<file path="src/rtl/id_stage_pipe_if.sv">
// Decode-stage bus: IF/ID input, W-stage writeback, hazard-unit controls and ID/EX outputs.
// ID_PERF_CNT_EN adds the stallCntD performance counter to the bus.
interface id_stage_pipe_if #(
  parameter int XLEN  = 32,
  parameter int NREGS = 32
);
  localparam int RW = $clog2(NREGS);

  logic [31:0]     instrD;
  logic            validD;
  logic            readyD;
  logic            stallE;
  logic            flushE;
  logic            regwriteW;
  logic [RW-1:0]   rdW;
  logic [XLEN-1:0] resultW;
  logic            validE;
  logic [6:0]      opE;
  logic [2:0]      funct3E;
  logic            funct7bE;
  logic [RW-1:0]   rs1E;
  logic [RW-1:0]   rs2E;
  logic [RW-1:0]   rdE;
  logic [XLEN-1:0] rd1E;
  logic [XLEN-1:0] rd2E;
  logic [XLEN-1:0] immE;
  logic            loadUseD;
`ifdef ID_PERF_CNT_EN
  logic [31:0]     stallCntD;
`endif

  modport master (
    output instrD, validD, stallE, flushE, regwriteW, rdW, resultW,
    input  readyD, validE, opE, funct3E, funct7bE, rs1E, rs2E, rdE,
    input  rd1E, rd2E, immE, loadUseD
`ifdef ID_PERF_CNT_EN
    , input stallCntD
`endif
  );

  modport slave (
    input  instrD, validD, stallE, flushE, regwriteW, rdW, resultW,
    output readyD, validE, opE, funct3E, funct7bE, rs1E, rs2E, rdE,
    output rd1E, rd2E, immE, loadUseD
`ifdef ID_PERF_CNT_EN
    , output stallCntD
`endif
  );
endinterface

</file>
<file path="src/rtl/id_stage_pipe.sv">
// Decode stage: register file, immediate generation, load-use interlock and ID/EX register.
// Optional stall-cycle counter built when ID_PERF_CNT_EN is defined.
module id_stage_pipe #(
  parameter int XLEN   = 32,
  parameter int NREGS  = 32,
  parameter int BYPASS = 1
) (
  input logic          CLK,
  input logic          RST,
  id_stage_pipe_if.slave bus
);
  localparam int RW = $clog2(NREGS);

  localparam logic [6:0] OP_LOAD   = 7'b0000011;
  localparam logic [6:0] OP_IMM    = 7'b0010011;
  localparam logic [6:0] OP_AUIPC  = 7'b0010111;
  localparam logic [6:0] OP_STORE  = 7'b0100011;
  localparam logic [6:0] OP_R      = 7'b0110011;
  localparam logic [6:0] OP_LUI    = 7'b0110111;
  localparam logic [6:0] OP_BRANCH = 7'b1100011;
  localparam logic [6:0] OP_JALR   = 7'b1100111;
  localparam logic [6:0] OP_JAL    = 7'b1101111;

  logic [XLEN-1:0] rf [NREGS];
  logic [6:0]      opD;
  logic [RW-1:0]   rs1D;
  logic [RW-1:0]   rs2D;
  logic [RW-1:0]   rdD;
  logic [XLEN-1:0] rd1D;
  logic [XLEN-1:0] rd2D;
  logic [31:0]     imm32;
  logic [XLEN-1:0] immD;
  logic            rs2_used;
  logic            load_use;
  logic            ready;

  assign opD  = bus.instrD[6:0];
  assign rs1D = bus.instrD[15 +: RW];
  assign rs2D = bus.instrD[20 +: RW];
  assign rdD  = bus.instrD[7 +: RW];

  always_ff @(posedge CLK or posedge RST) begin
    if (RST) begin
      for (int unsigned i = 0; i < NREGS; i++) rf[i] <= '0;
    end else if (bus.regwriteW && bus.rdW != '0) begin
      rf[bus.rdW] <= bus.resultW;
    end
  end

  // x0 is forced to zero on read; write-through only when BYPASS is set
  always_comb begin
    rd1D = rf[rs1D];
    if (rs1D == '0)
      rd1D = '0;
    else if (BYPASS != 0 && bus.regwriteW && bus.rdW == rs1D)
      rd1D = bus.resultW;

    rd2D = rf[rs2D];
    if (rs2D == '0)
      rd2D = '0;
    else if (BYPASS != 0 && bus.regwriteW && bus.rdW == rs2D)
      rd2D = bus.resultW;
  end

  always_comb begin
    imm32 = '0;
    case (opD)
      OP_LOAD, OP_IMM, OP_JALR:
        imm32 = {{20{bus.instrD[31]}}, bus.instrD[31:20]};
      OP_STORE:
        imm32 = {{20{bus.instrD[31]}}, bus.instrD[31:25], bus.instrD[11:7]};
      OP_BRANCH:
        imm32 = {{19{bus.instrD[31]}}, bus.instrD[31], bus.instrD[7],
                 bus.instrD[30:25], bus.instrD[11:8], 1'b0};
      OP_LUI, OP_AUIPC:
        imm32 = {bus.instrD[31:12], 12'b0};
      OP_JAL:
        imm32 = {{11{bus.instrD[31]}}, bus.instrD[31], bus.instrD[19:12],
                 bus.instrD[20], bus.instrD[30:21], 1'b0};
      default:
        imm32 = '0;
    endcase
    immD = XLEN'($signed(imm32));
  end

  assign rs2_used = (opD == OP_R) || (opD == OP_STORE) || (opD == OP_BRANCH);

  // The bubble inserted on a hit clears validE, so the interlock self-limits to one cycle
  assign load_use = bus.validD && bus.validE && bus.opE == OP_LOAD && bus.rdE != '0 &&
                    (bus.rdE == rs1D || (rs2_used && bus.rdE == rs2D));
  assign ready    = !bus.stallE && !load_use;

  assign bus.loadUseD = load_use;
  assign bus.readyD   = ready;

  always_ff @(posedge CLK or posedge RST) begin
    if (RST) begin
      bus.validE   <= 1'b0;
      bus.opE      <= '0;
      bus.funct3E  <= '0;
      bus.funct7bE <= 1'b0;
      bus.rs1E     <= '0;
      bus.rs2E     <= '0;
      bus.rdE      <= '0;
      bus.rd1E     <= '0;
      bus.rd2E     <= '0;
      bus.immE     <= '0;
    end else if (bus.flushE) begin
      bus.validE <= 1'b0;
    end else if (bus.stallE) begin
      bus.validE <= bus.validE;
    end else if (load_use) begin
      bus.validE <= 1'b0;
    end else begin
      bus.validE   <= bus.validD;
      bus.opE      <= opD;
      bus.funct3E  <= bus.instrD[14:12];
      bus.funct7bE <= bus.instrD[30];
      bus.rs1E     <= rs1D;
      bus.rs2E     <= rs2D;
      bus.rdE      <= rdD;
      bus.rd1E     <= rd1D;
      bus.rd2E     <= rd2D;
      bus.immE     <= immD;
    end
  end

`ifdef ID_PERF_CNT_EN
  always_ff @(posedge CLK or posedge RST) begin
    if (RST)
      bus.stallCntD <= '0;
    else if (bus.validD && !ready && bus.stallCntD != '1)
      bus.stallCntD <= bus.stallCntD + 32'd1;
  end
`endif
endmodule

</file>
<file path="src/flat_wrapper.sv">
// flat-port wrapper written by rule: the top's interface ports become plain ports
module id_stage_pipe_flat 
#(
  parameter int XLEN   = 32,
  parameter int NREGS  = 32,
  parameter int BYPASS = 1
)
  (CLK, RST, bus_instrD, bus_validD, bus_stallE, bus_flushE, bus_regwriteW, bus_rdW, bus_resultW, bus_readyD, bus_validE, bus_opE, bus_funct3E, bus_funct7bE, bus_rs1E, bus_rs2E, bus_rdE, bus_rd1E, bus_rd2E, bus_immE, bus_loadUseD);
  id_stage_pipe_if #(.XLEN(XLEN), .NREGS(NREGS)) bus_i ();
  input logic CLK;
  input logic RST;
  input wire logic [$bits(bus_i.instrD)-1:0] bus_instrD;
  input wire logic [$bits(bus_i.validD)-1:0] bus_validD;
  input wire logic [$bits(bus_i.stallE)-1:0] bus_stallE;
  input wire logic [$bits(bus_i.flushE)-1:0] bus_flushE;
  input wire logic [$bits(bus_i.regwriteW)-1:0] bus_regwriteW;
  input wire logic [$bits(bus_i.rdW)-1:0] bus_rdW;
  input wire logic [$bits(bus_i.resultW)-1:0] bus_resultW;
  output wire logic [$bits(bus_i.readyD)-1:0] bus_readyD;
  output wire logic [$bits(bus_i.validE)-1:0] bus_validE;
  output wire logic [$bits(bus_i.opE)-1:0] bus_opE;
  output wire logic [$bits(bus_i.funct3E)-1:0] bus_funct3E;
  output wire logic [$bits(bus_i.funct7bE)-1:0] bus_funct7bE;
  output wire logic [$bits(bus_i.rs1E)-1:0] bus_rs1E;
  output wire logic [$bits(bus_i.rs2E)-1:0] bus_rs2E;
  output wire logic [$bits(bus_i.rdE)-1:0] bus_rdE;
  output wire logic [$bits(bus_i.rd1E)-1:0] bus_rd1E;
  output wire logic [$bits(bus_i.rd2E)-1:0] bus_rd2E;
  output wire logic [$bits(bus_i.immE)-1:0] bus_immE;
  output wire logic [$bits(bus_i.loadUseD)-1:0] bus_loadUseD;
  assign bus_i.instrD = bus_instrD;
  assign bus_i.validD = bus_validD;
  assign bus_i.stallE = bus_stallE;
  assign bus_i.flushE = bus_flushE;
  assign bus_i.regwriteW = bus_regwriteW;
  assign bus_i.rdW = bus_rdW;
  assign bus_i.resultW = bus_resultW;
  assign bus_readyD = bus_i.readyD;
  assign bus_validE = bus_i.validE;
  assign bus_opE = bus_i.opE;
  assign bus_funct3E = bus_i.funct3E;
  assign bus_funct7bE = bus_i.funct7bE;
  assign bus_rs1E = bus_i.rs1E;
  assign bus_rs2E = bus_i.rs2E;
  assign bus_rdE = bus_i.rdE;
  assign bus_rd1E = bus_i.rd1E;
  assign bus_rd2E = bus_i.rd2E;
  assign bus_immE = bus_i.immE;
  assign bus_loadUseD = bus_i.loadUseD;
  id_stage_pipe #(.XLEN(XLEN), .NREGS(NREGS), .BYPASS(BYPASS)) u_core (.CLK(CLK), .RST(RST), .bus(bus_i));
endmodule
</file>
<file path="config.mk">
export PLATFORM = sky130hd
export DESIGN_NAME = id_stage_pipe_flat
export DESIGN_NICKNAME = d
export VERILOG_FILES = /design/src/rtl/id_stage_pipe_if.sv /design/src/rtl/id_stage_pipe.sv /design/src/flat_wrapper.sv
export SDC_FILE = /design/constraint.sdc
export NUM_CORES = 2
export LEC_CHECK = 0
export CORE_MARGIN = 8
export CORE_UTILIZATION = 30
export CTS_BUF_LIST = sky130_fd_sc_hd__clkbuf_4
export CTS_CLUSTER_DIAMETER = 200
export DETAILED_ROUTE_END_ITERATION = 16
export HOLD_SLACK_MARGIN = 0.06
export PLACE_DENSITY_LB_ADDON = 0.25
export SYNTH_ARGS = -nofsm -noshare
export SYNTH_HDL_FRONTEND = slang
export SYNTH_SLANG_ARGS = --single-unit
export TNS_END_PERCENT = 50
</file>
<file path="constraint.sdc">
create_clock -name CLK -period 46.2 [get_ports CLK]
set_input_delay 6.93 -clock CLK [delete_from_list [all_inputs] [get_ports CLK]]
set_output_delay 6.93 -clock CLK [all_outputs]
set_load 0.03 [all_outputs]
</file>
==> load_flow_metrics.sql <==
INSERT INTO impl_metrics (metric_group, metric, value, unit) VALUES
('clock_network', 'clk-insertion-delay-late', '1.36', 'ns'),
('place', 'numPortBuffers', '199', ''),
('yosys', 'synth_top_flop_cell', 'sky130_fd_sc_hd__dfrtp_1', ''),
('yosys', 'synthesis.yosys.warnings', '0', ''),
('yosys', 'postSynthNetCount', '4179', ''),
('yosys', 'yosysUniqueCellTypes', '53', ''),
('place', 'last_weighted_congestion_value_of_the_routability_driven_placer', '0.774', ''),
('global_route', 'grt_antenna_before_repair', '12', ''),
('final_layout', 'filler_cells_inserted', '19548', ''),
('route', 'detailedRoute.firstIterationViolations', '2711', ''),
('sta', 'rsz0062_at_grt', 'no', ''),
('global_route', 'groute.usage.overall', '18.5', '%'),
('clock_network', 'number_of_sinks_handled_by_clock_tree_synthesis', '1147', ''),
('clock_network', 'post_cts_setup_buffers', '0', ''),
('power_and_ir_drop', 'power-per-cell-area', '42.7', 'nW/um2'),
('route', 'wl_per_cell', '28.3', 'um'),
('route', 'routed_wl', '202', 'mm'),
('floorplan', 'fp.coreArea', '199000', 'um2'),
('route', 'vias', '38861', ''),
('route', 'antenna_violating_nets_post_route', '0', ''),
('worst_hold_path', 'holdCritPathClass', 'reg -> reg', ''),
('clock_network', 'cts.clk_slew.worst_paths', '0.06', 'ns'),
('floorplan', 'floorplan.rows', '164', ''),
('sta', 'totalNegativeSetupSlack', '0', 'ns'),
('worst_setup_path', 'crit_path_max_fanout', '12', ''),
('global_route', 'grt_pass1_vias', '41147', ''),
('sta', 'fin_crit_sh', '36.1', '%'),
('status', 'run_status', 'complete, no violations', ''),
('final_layout', 'fraction_of_final_layout_cells_with_drive_strength_greater_than_1', '48.6', '%'),
('global_route', 'grt_max_degree', '177', ''),
('floorplan', 'initial_core_util', '30.1', '%'),
('power_and_ir_drop', 'ir_worst_vdd', '0.0195', 'mV'),
('worst_setup_path', 'worst_ep_required_time', '39.27', 'ns'),
('clock_network', 'postCtsHoldBufs', '0', ''),
('sta', 'skew', '0.135', 'ns'),
('route', 'viasPerCell', '5.43', ''),
('final_layout', 'syn2layout_area_growth', '14.1', '%'),
('final_layout', 'total_nets_final', '4356', ''),
('clock_network', 'cts.repair.resized', '0', ''),
('power_and_ir_drop', 'leakage', '29.4', 'nW'),
('clock_network', 'clock_tree.htree_level_count', '5', ''),
('job', 'maxCapViolCount', '0', ''),
('worst_setup_path', 'cp-start-kind', 'input port', ''),
('floorplan', 'pin_count', '200', ''),
('worst_setup_path', 'cp.arrival', '9.73', 'ns'),
('yosys', 'postSynthCellCount', '4104', ''),
('final_layout', 'seq_area', '28700', 'um2'),
('sta', 'setup_violations', '0', ''),
('route', 'drc', '0', ''),
('final_layout', 'combined_area_of_the_multi_input_logic_cells', '29500', 'um2'),
('yosys', 'post_synth.cell_area_avg', '14.6', 'um2'),
('yosys', 'synth_enable_flop_cells', '0', ''),
('yosys', 'seq_area_frac_synth', '47.9', '%'),
('place', 'detailed_place_hpwl', '113', 'mm'),
('sta', 'final_hold_viol_count', '0', ''),
('floorplan', 'die_span_in_y', '463', 'um'),
('clock_network', 'clockRootBuffer', 'sky130_fd_sc_hd__clkbuf_4', ''),
('clock_network', 'tritoncts.num_buffers', '337', ''),
('clock_network', 'ctsLongestPathBuffers', '4', ''),
('floorplan', 'dieArea', '214000', 'um2'),
('worst_setup_path', 'cp-end-kind', 'primary output', ''),
('yosys', 'ys_async_sr_fraction', '100', '%'),
('sta', 'max_freq', '60.0', 'MHz'),
('yosys', 'yosys_register_bits', '1147', ''),
('final_layout', 'mostFrequentLayoutCells', 'sky130_fd_sc_hd__dfrtp_1, sky130_fd_sc_hd__mux2_2, sky130_fd_sc_hd__clkbuf_4', ''),
('sta', 'period_minus_slack', '16.66', 'ns'),
('final_layout', 'mostFrequentLayoutCell', 'sky130_fd_sc_hd__dfrtp_1', ''),
('sta', 'timing_worst_slew_pin_value', '1.31', 'ns'),
('global_route', 'globalRouteOverflowTotal', '0', ''),
('route', 'drt-pass1-iter-count', '5', ''),
('clock_network', 'cts_tree', 'yes', ''),
('floorplan', 'chipWidth', '463', 'um'),
('sta', 'max_slew_margin', '12.1', '%'),
('global_route', 'grt_pass1_wl', '298', 'mm'),
('worst_setup_path', 'worstSetupPathType', 'in -> out', ''),
('power_and_ir_drop', 'fin_total_pwr', '2.92', 'mW'),
('sta', 'report.final.slew_viol_count', '0', ''),
('yosys', 'syn_area', '59900', 'um2');
[layer usage]
layer	vias up	share of wire (%)	routed length (um)	GRT usage [%]
li1	16214	-	-	-
met1	21103	42	84400	23.5
met2	1158	50	102000	31.4
met3	386	4.9	9930	3.40
met4	0	3.2	6570	6.71
met5	-	0	0	0
[kinds of logic after synthesis]
| group | count (synthesis) | synth area share, % |
|---|---|---|
| multiplexers | 1796 | 42.2 |
| AND/OR/NAND/NOR | 360 | 2.69 |
| flip-flops | 1147 | 47.9 |
| buffers and inverters | 456 | 3.35 |
| XOR/XNOR | 20 | 0.292 |
| AO/OA/AOI/OAI | 325 | 3.56 |
[final timing paths]
check                                                   start                              end  slack [ns]  cells after the start
worst max register to register  u_core.bus.rdE[3]$_DFFE_PP0P_  u_core.bus.rd2E[20]$_DFFE_PP0P_       41.93                      7
worst max-delay path                           bus_instrD[18]                     bus_loadUseD       29.54                      6
min in group asynchronous                                 RST       u_core.rf[604]$_DFFE_PP0P_        6.17                      2
max in group asynchronous                                 RST       u_core.rf[464]$_DFFE_PP0P_       35.34                      7
worst min-delay path              u_core.rf[1002]$_DFFE_PP0P_      u_core.rf[1002]$_DFFE_PP0P_        0.39                      0
worst min register to register    u_core.rf[1002]$_DFFE_PP0P_      u_core.rf[1002]$_DFFE_PP0P_        0.39                      0
[where the power goes]
group | internal, mW | total, mW | switching [mW]
clock network | 0.508 | 0.953 | 0.445
logic | 0.359 | 0.631 | 0.272
registers | 1.19 | 1.33 | 0.142
[cell type report]
cell class                 instances  share of cell area, %
sequential                      1147                   42.0
clock inverter                    60                  0.527
timing repair buffer             291                   4.06
multi-input combinational       2501                   43.1
tap                             2656                   4.86
clock buffer                     490                   5.38
antenna                            7                 0.0256
inverter                           3                 0.0384
[sequential cells by signal, indices dropped and copies added, names as in the netlist]
register             cells
u_core.rf             1024
u_core.bus.immE         32
u_core.bus.rd1E         32
u_core.bus.rd2E         32
u_core.bus.opE           7
u_core.bus.rdE           5
u_core.bus.rs1E          5
u_core.bus.rs2E          5
u_core.bus.funct3E       3
u_core.bus.funct7bE      1
u_core.bus.validE        1
[synth_stat cells, types with 21 or more instances]
master                     count  area share (%)
sky130_fd_sc_hd__dfrtp_1    1147              48
sky130_fd_sc_hd__mux2_2     1049              20
sky130_fd_sc_hd__mux4_2      479              18
sky130_fd_sc_hd__mux2i_1     268             4.5
sky130_fd_sc_hd__clkbuf_1    249             1.6
sky130_fd_sc_hd__nand2_1     190             1.2
sky130_fd_sc_hd__buf_2       121             1.0
sky130_fd_sc_hd__o22ai_1      75            0.78
sky130_fd_sc_hd__nor2_1       61            0.38
sky130_fd_sc_hd__buf_1        57            0.36
sky130_fd_sc_hd__o21ai_1      49            0.41
sky130_fd_sc_hd__a21oi_1      42            0.35
sky130_fd_sc_hd__o221ai_1     31            0.45
sky130_fd_sc_hd__o21ai_0      27            0.23
sky130_fd_sc_hd__nand3_1      24            0.20
sky130_fd_sc_hd__a31oi_1      23            0.24
sky130_fd_sc_hd__a22oi_1      22            0.28
sky130_fd_sc_hd__nor3_1       21            0.18
[critical path, cell delays in order]
cell and delay [ns]:
sky130_fd_sc_hd__clkdlybuf4s50_1 0.75, sky130_fd_sc_hd__xor2_1 0.30, sky130_fd_sc_hd__nor3_1 0.28, sky130_fd_sc_hd__a2bb2oi_1 0.18, sky130_fd_sc_hd__nor4_1 0.51, sky130_fd_sc_hd__clkdlybuf4s50_1 0.77
[through the flow]
step / setup slack, ns / area, um2 / util, % / hold slack (ns) / std cells
after floorplan: 6.97 / 59900 / - / 0.441 / 4104
after global placement: 29.53 / 64300 / 32.3 / 0.378 / 6598
after detailed placement: 29.57 / 64300 / 32.3 / 0.382 / 6598
after CTS: 29.55 / 68400 / 34.3 / 0.398 / 7148
after global routing: 29.45 / 68400 / 34.4 / 0.411 / 7154
final: 29.54 / 68400 / 34.4 / 0.394 / 7155
No activity file was read; power rests on OpenSTA's default activity.
